<file path="config.mk">
export PLATFORM = sky130hd
export DESIGN_NAME = alu_iter_exec_flat
export DESIGN_NICKNAME = d
export VERILOG_FILES = /design/src/rtl/alu_iter_exec_if.sv /design/src/rtl/alu_iter_exec.sv /design/src/flat_wrapper.sv
export SDC_FILE = /design/constraint.sdc
export NUM_CORES = 1
export LEC_CHECK = 0
export ABC_AREA = 1
export CORE_UTILIZATION = 30
export DETAILED_ROUTE_END_ITERATION = 7
export DONT_BUFFER_PORTS = 1
export GPL_ROUTABILITY_DRIVEN = 0
export HOLD_SLACK_MARGIN = 0.1
export PLACE_DENSITY = 0.45
export SLEW_MARGIN = 20
export SYNTH_ARGS = -nofsm -noshare
export SYNTH_HDL_FRONTEND = slang
export SYNTH_SLANG_ARGS = --single-unit
</file>
<file path="constraint.sdc">
create_clock -name clk -period 1.75 [get_ports clk]
set_input_delay 0.2625 -clock clk [delete_from_list [all_inputs] [get_ports clk]]
set_output_delay 0.2625 -clock clk [all_outputs]
set_load 0.01 [all_outputs]
</file>
<file path="src/rtl/alu_iter_exec_if.sv">
// Operand/result handshake bundle for the iterative execute-stage ALU.
// The slave modport is the ALU's view; master is the issuing/consuming side.
interface alu_iter_exec_if #(
  parameter int unsigned WIDTH = 32
);
  logic             in_valid;
  logic             in_ready;
  logic [3:0]       ALUCtrl;
  logic [WIDTH-1:0] src_a;
  logic [WIDTH-1:0] src_b;
  logic [4:0]       shamt;
  logic             out_valid;
  logic             out_ready;
  logic [WIDTH-1:0] result;
  logic             zero;
  logic             illegal;

  modport slave (
    input  in_valid, ALUCtrl, src_a, src_b, shamt, out_ready,
    output in_ready, out_valid, result, zero, illegal
  );

  modport master (
    output in_valid, ALUCtrl, src_a, src_b, shamt, out_ready,
    input  in_ready, out_valid, result, zero, illegal
  );
endinterface

</file>
<file path="src/rtl/alu_iter_exec.sv">
// Execute-stage ALU: single-cycle logic/arith/compare, one-bit-per-cycle shifts.
// One operation in flight; result held in DONE until the consumer accepts it.
module alu_iter_exec #(
  parameter int unsigned WIDTH = 32
) (
  input  logic            clk,
  input  logic            rst_n,
  alu_iter_exec_if.slave  bus
);

  typedef enum logic [1:0] {
    IDLE  = 2'd0,
    SHIFT = 2'd1,
    DONE  = 2'd2
  } state_t;

  typedef enum logic [3:0] {
    OP_AND = 4'b0000,
    OP_OR  = 4'b0001,
    OP_ADD = 4'b0010,
    OP_SUB = 4'b0110,
    OP_SLT = 4'b0111,
    OP_SLL = 4'b0100,
    OP_SRL = 4'b0101
  } op_t;

  state_t           state_q, state_d;
  logic [WIDTH-1:0] result_q, result_d;
  logic             illegal_q, illegal_d;
  logic [4:0]       cnt_q, cnt_d;
  logic             left_q, left_d;
  logic             slt_w;

  assign slt_w = ($signed(bus.src_a) < $signed(bus.src_b));

  always_ff @(posedge clk or negedge rst_n) begin
    if (!rst_n) begin
      state_q   <= IDLE;
      result_q  <= '0;
      illegal_q <= 1'b0;
      cnt_q     <= '0;
      left_q    <= 1'b0;
    end else begin
      state_q   <= state_d;
      result_q  <= result_d;
      illegal_q <= illegal_d;
      cnt_q     <= cnt_d;
      left_q    <= left_d;
    end
  end

  // The result register doubles as the shift working register; it is not
  // visible as valid until DONE, so intermediate values are never exposed.
  always_comb begin
    state_d   = state_q;
    result_d  = result_q;
    illegal_d = illegal_q;
    cnt_d     = cnt_q;
    left_d    = left_q;
    unique case (state_q)
      IDLE: begin
        if (bus.in_valid) begin
          illegal_d = 1'b0;
          state_d   = DONE;
          case (bus.ALUCtrl)
            OP_AND: result_d = bus.src_a & bus.src_b;
            OP_OR:  result_d = bus.src_a | bus.src_b;
            OP_ADD: result_d = bus.src_a + bus.src_b;
            OP_SUB: result_d = bus.src_a - bus.src_b;
            OP_SLT: result_d = {{(WIDTH-1){1'b0}}, slt_w};
            OP_SLL, OP_SRL: begin
              result_d = bus.src_b;
              cnt_d    = bus.shamt;
              left_d   = (bus.ALUCtrl == OP_SLL);
              if (bus.shamt != 5'd0) state_d = SHIFT;
            end
            default: begin
              result_d  = '0;
              illegal_d = 1'b1;
            end
          endcase
        end
      end
      SHIFT: begin
        result_d = left_q ? (result_q << 1) : (result_q >> 1);
        cnt_d    = cnt_q - 5'd1;
        if (cnt_q == 5'd1) state_d = DONE;
      end
      DONE: begin
        if (bus.out_ready) state_d = IDLE;
      end
      default: state_d = IDLE;
    endcase
  end

  assign bus.in_ready  = (state_q == IDLE);
  assign bus.out_valid = (state_q == DONE);
  assign bus.result    = result_q;
  assign bus.zero      = (result_q == '0);
  assign bus.illegal   = illegal_q;

endmodule

</file>
<file path="src/flat_wrapper.sv">
// flat-port wrapper written by rule: the top's interface ports become plain ports
module alu_iter_exec_flat 
#(
  parameter int unsigned WIDTH = 32
)
  (clk, rst_n, bus_in_valid, bus_ALUCtrl, bus_src_a, bus_src_b, bus_shamt, bus_out_ready, bus_in_ready, bus_out_valid, bus_result, bus_zero, bus_illegal);
  alu_iter_exec_if #(.WIDTH(WIDTH)) bus_i ();
  input  logic clk;
  input  logic rst_n;
  input wire logic [$bits(bus_i.in_valid)-1:0] bus_in_valid;
  input wire logic [$bits(bus_i.ALUCtrl)-1:0] bus_ALUCtrl;
  input wire logic [$bits(bus_i.src_a)-1:0] bus_src_a;
  input wire logic [$bits(bus_i.src_b)-1:0] bus_src_b;
  input wire logic [$bits(bus_i.shamt)-1:0] bus_shamt;
  input wire logic [$bits(bus_i.out_ready)-1:0] bus_out_ready;
  output wire logic [$bits(bus_i.in_ready)-1:0] bus_in_ready;
  output wire logic [$bits(bus_i.out_valid)-1:0] bus_out_valid;
  output wire logic [$bits(bus_i.result)-1:0] bus_result;
  output wire logic [$bits(bus_i.zero)-1:0] bus_zero;
  output wire logic [$bits(bus_i.illegal)-1:0] bus_illegal;
  assign bus_i.in_valid = bus_in_valid;
  assign bus_i.ALUCtrl = bus_ALUCtrl;
  assign bus_i.src_a = bus_src_a;
  assign bus_i.src_b = bus_src_b;
  assign bus_i.shamt = bus_shamt;
  assign bus_i.out_ready = bus_out_ready;
  assign bus_in_ready = bus_i.in_ready;
  assign bus_out_valid = bus_i.out_valid;
  assign bus_result = bus_i.result;
  assign bus_zero = bus_i.zero;
  assign bus_illegal = bus_i.illegal;
  alu_iter_exec #(.WIDTH(WIDTH)) u_core (.clk(clk), .rst_n(rst_n), .bus(bus_i));
endmodule
</file>
Yosys cells after proc, flatten, opt, wreduce, memory -nomap -nowiden --
Index checks and enable logic that the tools add are counted.
Storage, ports and cells: flip-flop bits (word level) 41, input port bits 77, output and inout bits 36, logic and storage cells 50
Operators by class: add/sub/neg operators 3, order comparisons 1, equal/unequal tests 13, muxes and demuxes 14, bitwise gates (word level) 2, reduce and logical (&&, ||, !) cells 12
Operators by type and width (number):
- $pmux 32 s6 | 1
- $mux 32 | 2
- $pmux 32 s2 | 1
- $add 32x32->32 | 1
- $and 32x32->32 | 1
- $logic_not 32->1 | 1
- $lt 32x32->1 | 1
- $or 32x32->32 | 1
- $sub 32x32->32 | 1
- $eq 4x3->1 const B | 4
- $mux 2 | 5
- $mux 5 | 2
- $pmux 5 s2 | 1
- $reduce_and 3->1 | 3
- $reduce_or 7->1 | 1
- $pmux 2 s3 | 1
- $eq 5x1->1 const B | 1
- $reduce_bool 5->1 | 1
- $sub 5x1->5 const B | 1
- $eq 4x1->1 const B | 1
- $eq 4x2->1 const B | 1
- $logic_not 4->1 | 1
- $ne 2x1->1 const B | 2
- $ne 2x2->1 const B | 2
- other kinds (7) | 8

Logic depth before layout (Yosys ltp) --
depth after elaboration 5, gate-level depth with buffers 19, mapped depth without buffers 18

Worst setup path before layout --
Ideal clock, no wire load.
path kind input to register, start point input bus_src_b[0], end point register u_core.result_q[16], in the netlist u_core.bus.result[16], library setup time 0.138 ns, arrival 1.778 ns, data required time 1.612 ns, slack -0.166 ns, stages 15, path buffers 0, cells stage by stage ha_1 -> inv_1 -> fa_1 -> inv_1 -> nand3_1 -> nand3_1 -> nand2_1 -> nand2_1 -> inv_1 -> o21ai_0 -> nand2_1 -> nand3_1 -> nand3_1 -> nand2_1 -> a22oi_1
Between the ends: word-level cells in the longest chain between the ends 4, elaborated cells on any way between the ends 5, classes of those cells add/sub: 2; mux: 3
Ends and longest elaborated chain:
- start: declaration | RTL line flat_wrapper.sv:13 | input wire logic [$bits(bus_i.src_b)-1:0] bus_src_b;
- $sub 32x32->32 / $add 32x32->32 (equally long branches) | RTL line alu_iter_exec.sv:69, alu_iter_exec.sv:68
- $pmux 32 s6 (*) | RTL line alu_iter_exec.sv:65 | case (bus.ALUCtrl)
- $mux 32 (*) | RTL line alu_iter_exec.sv:62 | if (bus.in_valid) begin
- $pmux 32 s2 (*) | RTL line alu_iter_exec.sv:60 | unique case (state_q)
- end signal: assignment | RTL line alu_iter_exec.sv:45 | result_q <= result_d;
- end: declaration | RTL line alu_iter_exec.sv:28 | logic [WIDTH-1:0] result_q, result_d;
Every way passes the cells marked *; elsewhere a longest branch is shown, timed or not. The select of a mux whose other input is x is not followed. A chain may end at the register's enable or synchronous reset.

Final worst setup path --
start point input bus_src_b[5], end point register u_core.result_q[0], in the netlist u_core.bus.result[0]
Between the ends: word-level cells in the longest chain between the ends 4
Ends and longest elaborated chain:
- $lt 32x32->1 | RTL line alu_iter_exec.sv:34 | assign slt_w = ($signed(bus.src_a) < $signed(bus.src_b));
- $pmux 32 s6 | RTL line alu_iter_exec.sv:65
- $mux 32 | RTL line alu_iter_exec.sv:62
- $pmux 32 s2 | RTL line alu_iter_exec.sv:60
No other way between the ends. The select of a mux whose other input is x is not followed.

==> flow_summary.json <==
{
  "layout.cells.non_filler": 2200,
  "ys_seq_elements": 41,
  "cts.reportedPaths.clkPinSlew_ns": 0.06,
  "nNetsFinal": 2004,
  "clock_sinks": 41,
  "cp.arrival_ns": 1.97,
  "cts_max_path_buffers": 2,
  "seq_power_share_pct": 23.2,
  "post-place-ws_ns": -0.511,
  "cap_violations": 0,
  "dieArea_um2": 30200,
  "routed_wl_um": 36000,
  "setup_violations": 1,
  "postRouteAntennaNets": 0,
  "cp_data_required_time_ns": 1.96,
  "die_w_um": 174,
  "grt_first_pass_wirelength_um": 55000,
  "period_needed_ns": 1.76,
  "yosys-top-cells-area": "nand2_1, ha_1, inv_1, dfrtp_1, nor2_1",
  "clock.fmax_mhz": 570,
  "drt_iter0_markers": 706,
  "maxSlewHeadroom_pct": 63.4,
  "holdWs_ns": 0.171,
  "place_inst": 2176,
  "synthFlopType": "dfrtp_1",
  "comb_power_share_pct": 66.3,
  "synth_area_per_cell_um2": 5.46,
  "cpMostUsedCell": "nand2_2",
  "min_path_type": "input port to register",
  "yosysWarningCount": 0,
  "ys_seq_area_share_pct": 11.6,
  "vdd_drop_max_uv": 477,
  "final_hold_viol_count": 0,
  "tritoncts": "yes",
  "wl_per_cell_um": 16.4,
  "p_int_mw": 4.28,
  "power.density_nw_per_um2": 689,
  "grt_max_degree": 42,
  "layout-drive-gt1-share_pct": 30.9,
  "postSynthCellCount": 1619,
  "grt_pass1_vias": 10372,
  "die_h_um": 174,
  "slowest_delay_ns": 0.36,
  "synth_edf_count": 0,
  "leakage_nw": 6.59,
  "cp_max_fo": 7,
  "drt_pass1_iterations": 5,
  "switching_share_pct": 50.6,
  "status": "finished with violations",
  "cts-root-buf": "clkbuf_16",
  "crit_path_end_kind": "register",
  "vias": 10776,
  "ys_types": 47,
  "design_power_total_mw": 8.66,
  "tightest_slew_ns": 0.549,
  "setup_ws_ns": -0.00529,
  "yosys.cell_count.top_type": "nand2_1",
  "synth.top_cell.area_share_pct": 20.4,
  "synthTopCellsByCount": "nand2_1, inv_1, nor2_1",
  "rsz0062_at_grt": "yes",
  "slew_violations": 0,
  "syn_nets": 1808,
  "antenna_found_initial": 0,
  "dpl-instance-area_um2": 11000,
  "htreeDepth": 2,
  "grt_overflow_total": 0,
  "crit_path_top_delay_cell": "ha_4",
  "p_switching_mw": 4.39,
  "cp_cell_sequence": "clkinvlp_4 > ha_4 > inv_2 > nand2_2 > nand2_4 > buf_6 > a21oi_4 > nand2_4 > nand2_2 > nand2_2 > nand2_2 > nand2_1 > nand2_1 > nand3_2 > nand2_2 > nand2_2 > a21oi_2",
  "remaining_drc_errors": 0,
  "fin_crit_sh_pct": 100,
  "initial_core_util_pct": 30.7,
  "critPathLaunchType": "input port",
  "crit_type": "input port to register",
  "fin_skew_ns": 0.0102,
  "core_um2": 28900,
  "violations": "setup timing",
  "hpwl_um": 29300,
  "synth.largest_area_cell": "nand2_1",
  "rows": 62,
  "io-pin-count": 113,
  "clkLatencyLatePin_ns": 0.29,
  "power_frac_clock_pct": 10.5,
  "netlist_area_um2": 8850,
  "diodes": 0,
  "port_buffers": 0,
  "async_flop_share_pct": 100,
  "final_cell_area_um2": 12600,
  "grt.total_usage_pct": 23.2,
  "area_growth_pct": 42.1,
  "viasPerCell": 4.90,
  "cts_buffers": 5
}
[flip-flops by register name (all words and copies together) (netlist names)]
name                count
u_core.left_q           1
u_core.cnt_q            5
u_core.state_q          2
u_core.bus.result      32
u_core.bus.illegal      1
[power groups by stage]
stage	sequential [mW]	combinational, mW	clock, mW
final	2.01	5.74	0.914
after global routing	2.08	6.34	0.974
after CTS	1.96	5.28	0.937
after detailed placement	1.94	5.06	0
after global placement	1.94	5.04	0
after floorplan	2.06	2.89	0
[routing by layer]
metal / GRT usage [%] / wire length (um) / vias up
li1: - / - / 5481
met1: 32.6 / 17200 / 4961
met2: 38.1 / 15800 / 302
met3: 3.16 / 2430 / 32
met4: 3.87 / 539 / 0
met5: 0 / 0 / -
[timing repair]
| item | in CTS | in global routing |
|---|---|---|
| buffers inserted | 2 | 11 |
| setup endpoints to repair | 28 | 28 |
| hold buffers | 3 | 0 |
| pin swaps | 14 | 58 |
| endpoints found under the hold margin | 42 | 0 |
| resized for setup | 105 | 216 |
[kinds of logic after synthesis]
logic type	share of synthesized area, %
and+or+nand+nor	41.1
buffers and inverters	16.4
AOI/OAI and AO/OA	14.3
adders and majority gates	16.0
DFF	11.6
xor gates and xnor gates	0.594
[area by class of cell]
| type | count | area, um^2 |
|---|---|---|
| Clock buffer | 5 | 125 |
| Clock inverter | 3 | 17.5 |
| Fill cell | 3152 | 16300 |
| Inverter | 310 | 1180 |
| Multi-Input combinational cell | 1214 | 7740 |
| Sequential cell | 41 | 1030 |
| Tap cell | 384 | 480 |
| Timing Repair Buffer | 243 | 2000 |
[worst max-delay path: cells and delay by family]
family,cells,cell delay (ns)
AO/OA/AOI/OAI,2,0.27
buffers and inverters,3,0.27
AND/OR/NAND/NOR,11,0.79
adder cells (fa/ha/maj),1,0.36
[per-stage QoR]
stage | utilization (%) | TNS, ns
3_3_place_gp | 38.2 | -11.51
6_report | 43.5 | -0.00529
3_5_place_dp | 38.2 | -12.12
5_1_grt | 43.5 | -0.992
4_1_cts | 40.5 | -0.0279
2_1_floorplan | - | -0.169
[cell usage in the layout (no fill, tap or decap), types with 6 or more instances in the layout]
master,instances
a21oi_1,65
nand3_4,6
ha_4,28
dfrtp_1,37
nand3_2,35
nor4_2,8
buf_4,220
nor2_4,13
nand4_1,17
buf_12,10
nand2_1,393
ha_1,75
nand3_1,98
ha_2,7
a31oi_1,14
nand2_2,79
o21ai_0,37
inv_1,276
a21oi_2,32
o21bai_1,7
inv_2,26
nand2_4,11
o22ai_1,24
o21ai_1,12
nor2_2,34
buf_6,11
nor2_1,147
nor3_1,7
o211ai_1,8
a221oi_1,8
[path summary, 6_finish.rpt]
kind / cells past startpoint / end / startpoint / slack [ns]
max reg2reg: 8 / u_core.bus.result[27] / u_core.state_q[0] / 0.18
min: 2 / u_core.cnt_q[1] / bus_shamt[1] / 0.17
min reg2reg: 2 / u_core.bus.illegal / u_core.bus.illegal / 0.56
max in group asynchronous: 2 / u_core.bus.result[22] / rst_n / 1.08
max: 17 / u_core.bus.result[0] / bus_src_b[5] / -0.005
min in group asynchronous: 2 / u_core.bus.result[9] / rst_n / 0.46
No activity file was read; power rests on OpenSTA's default activity.
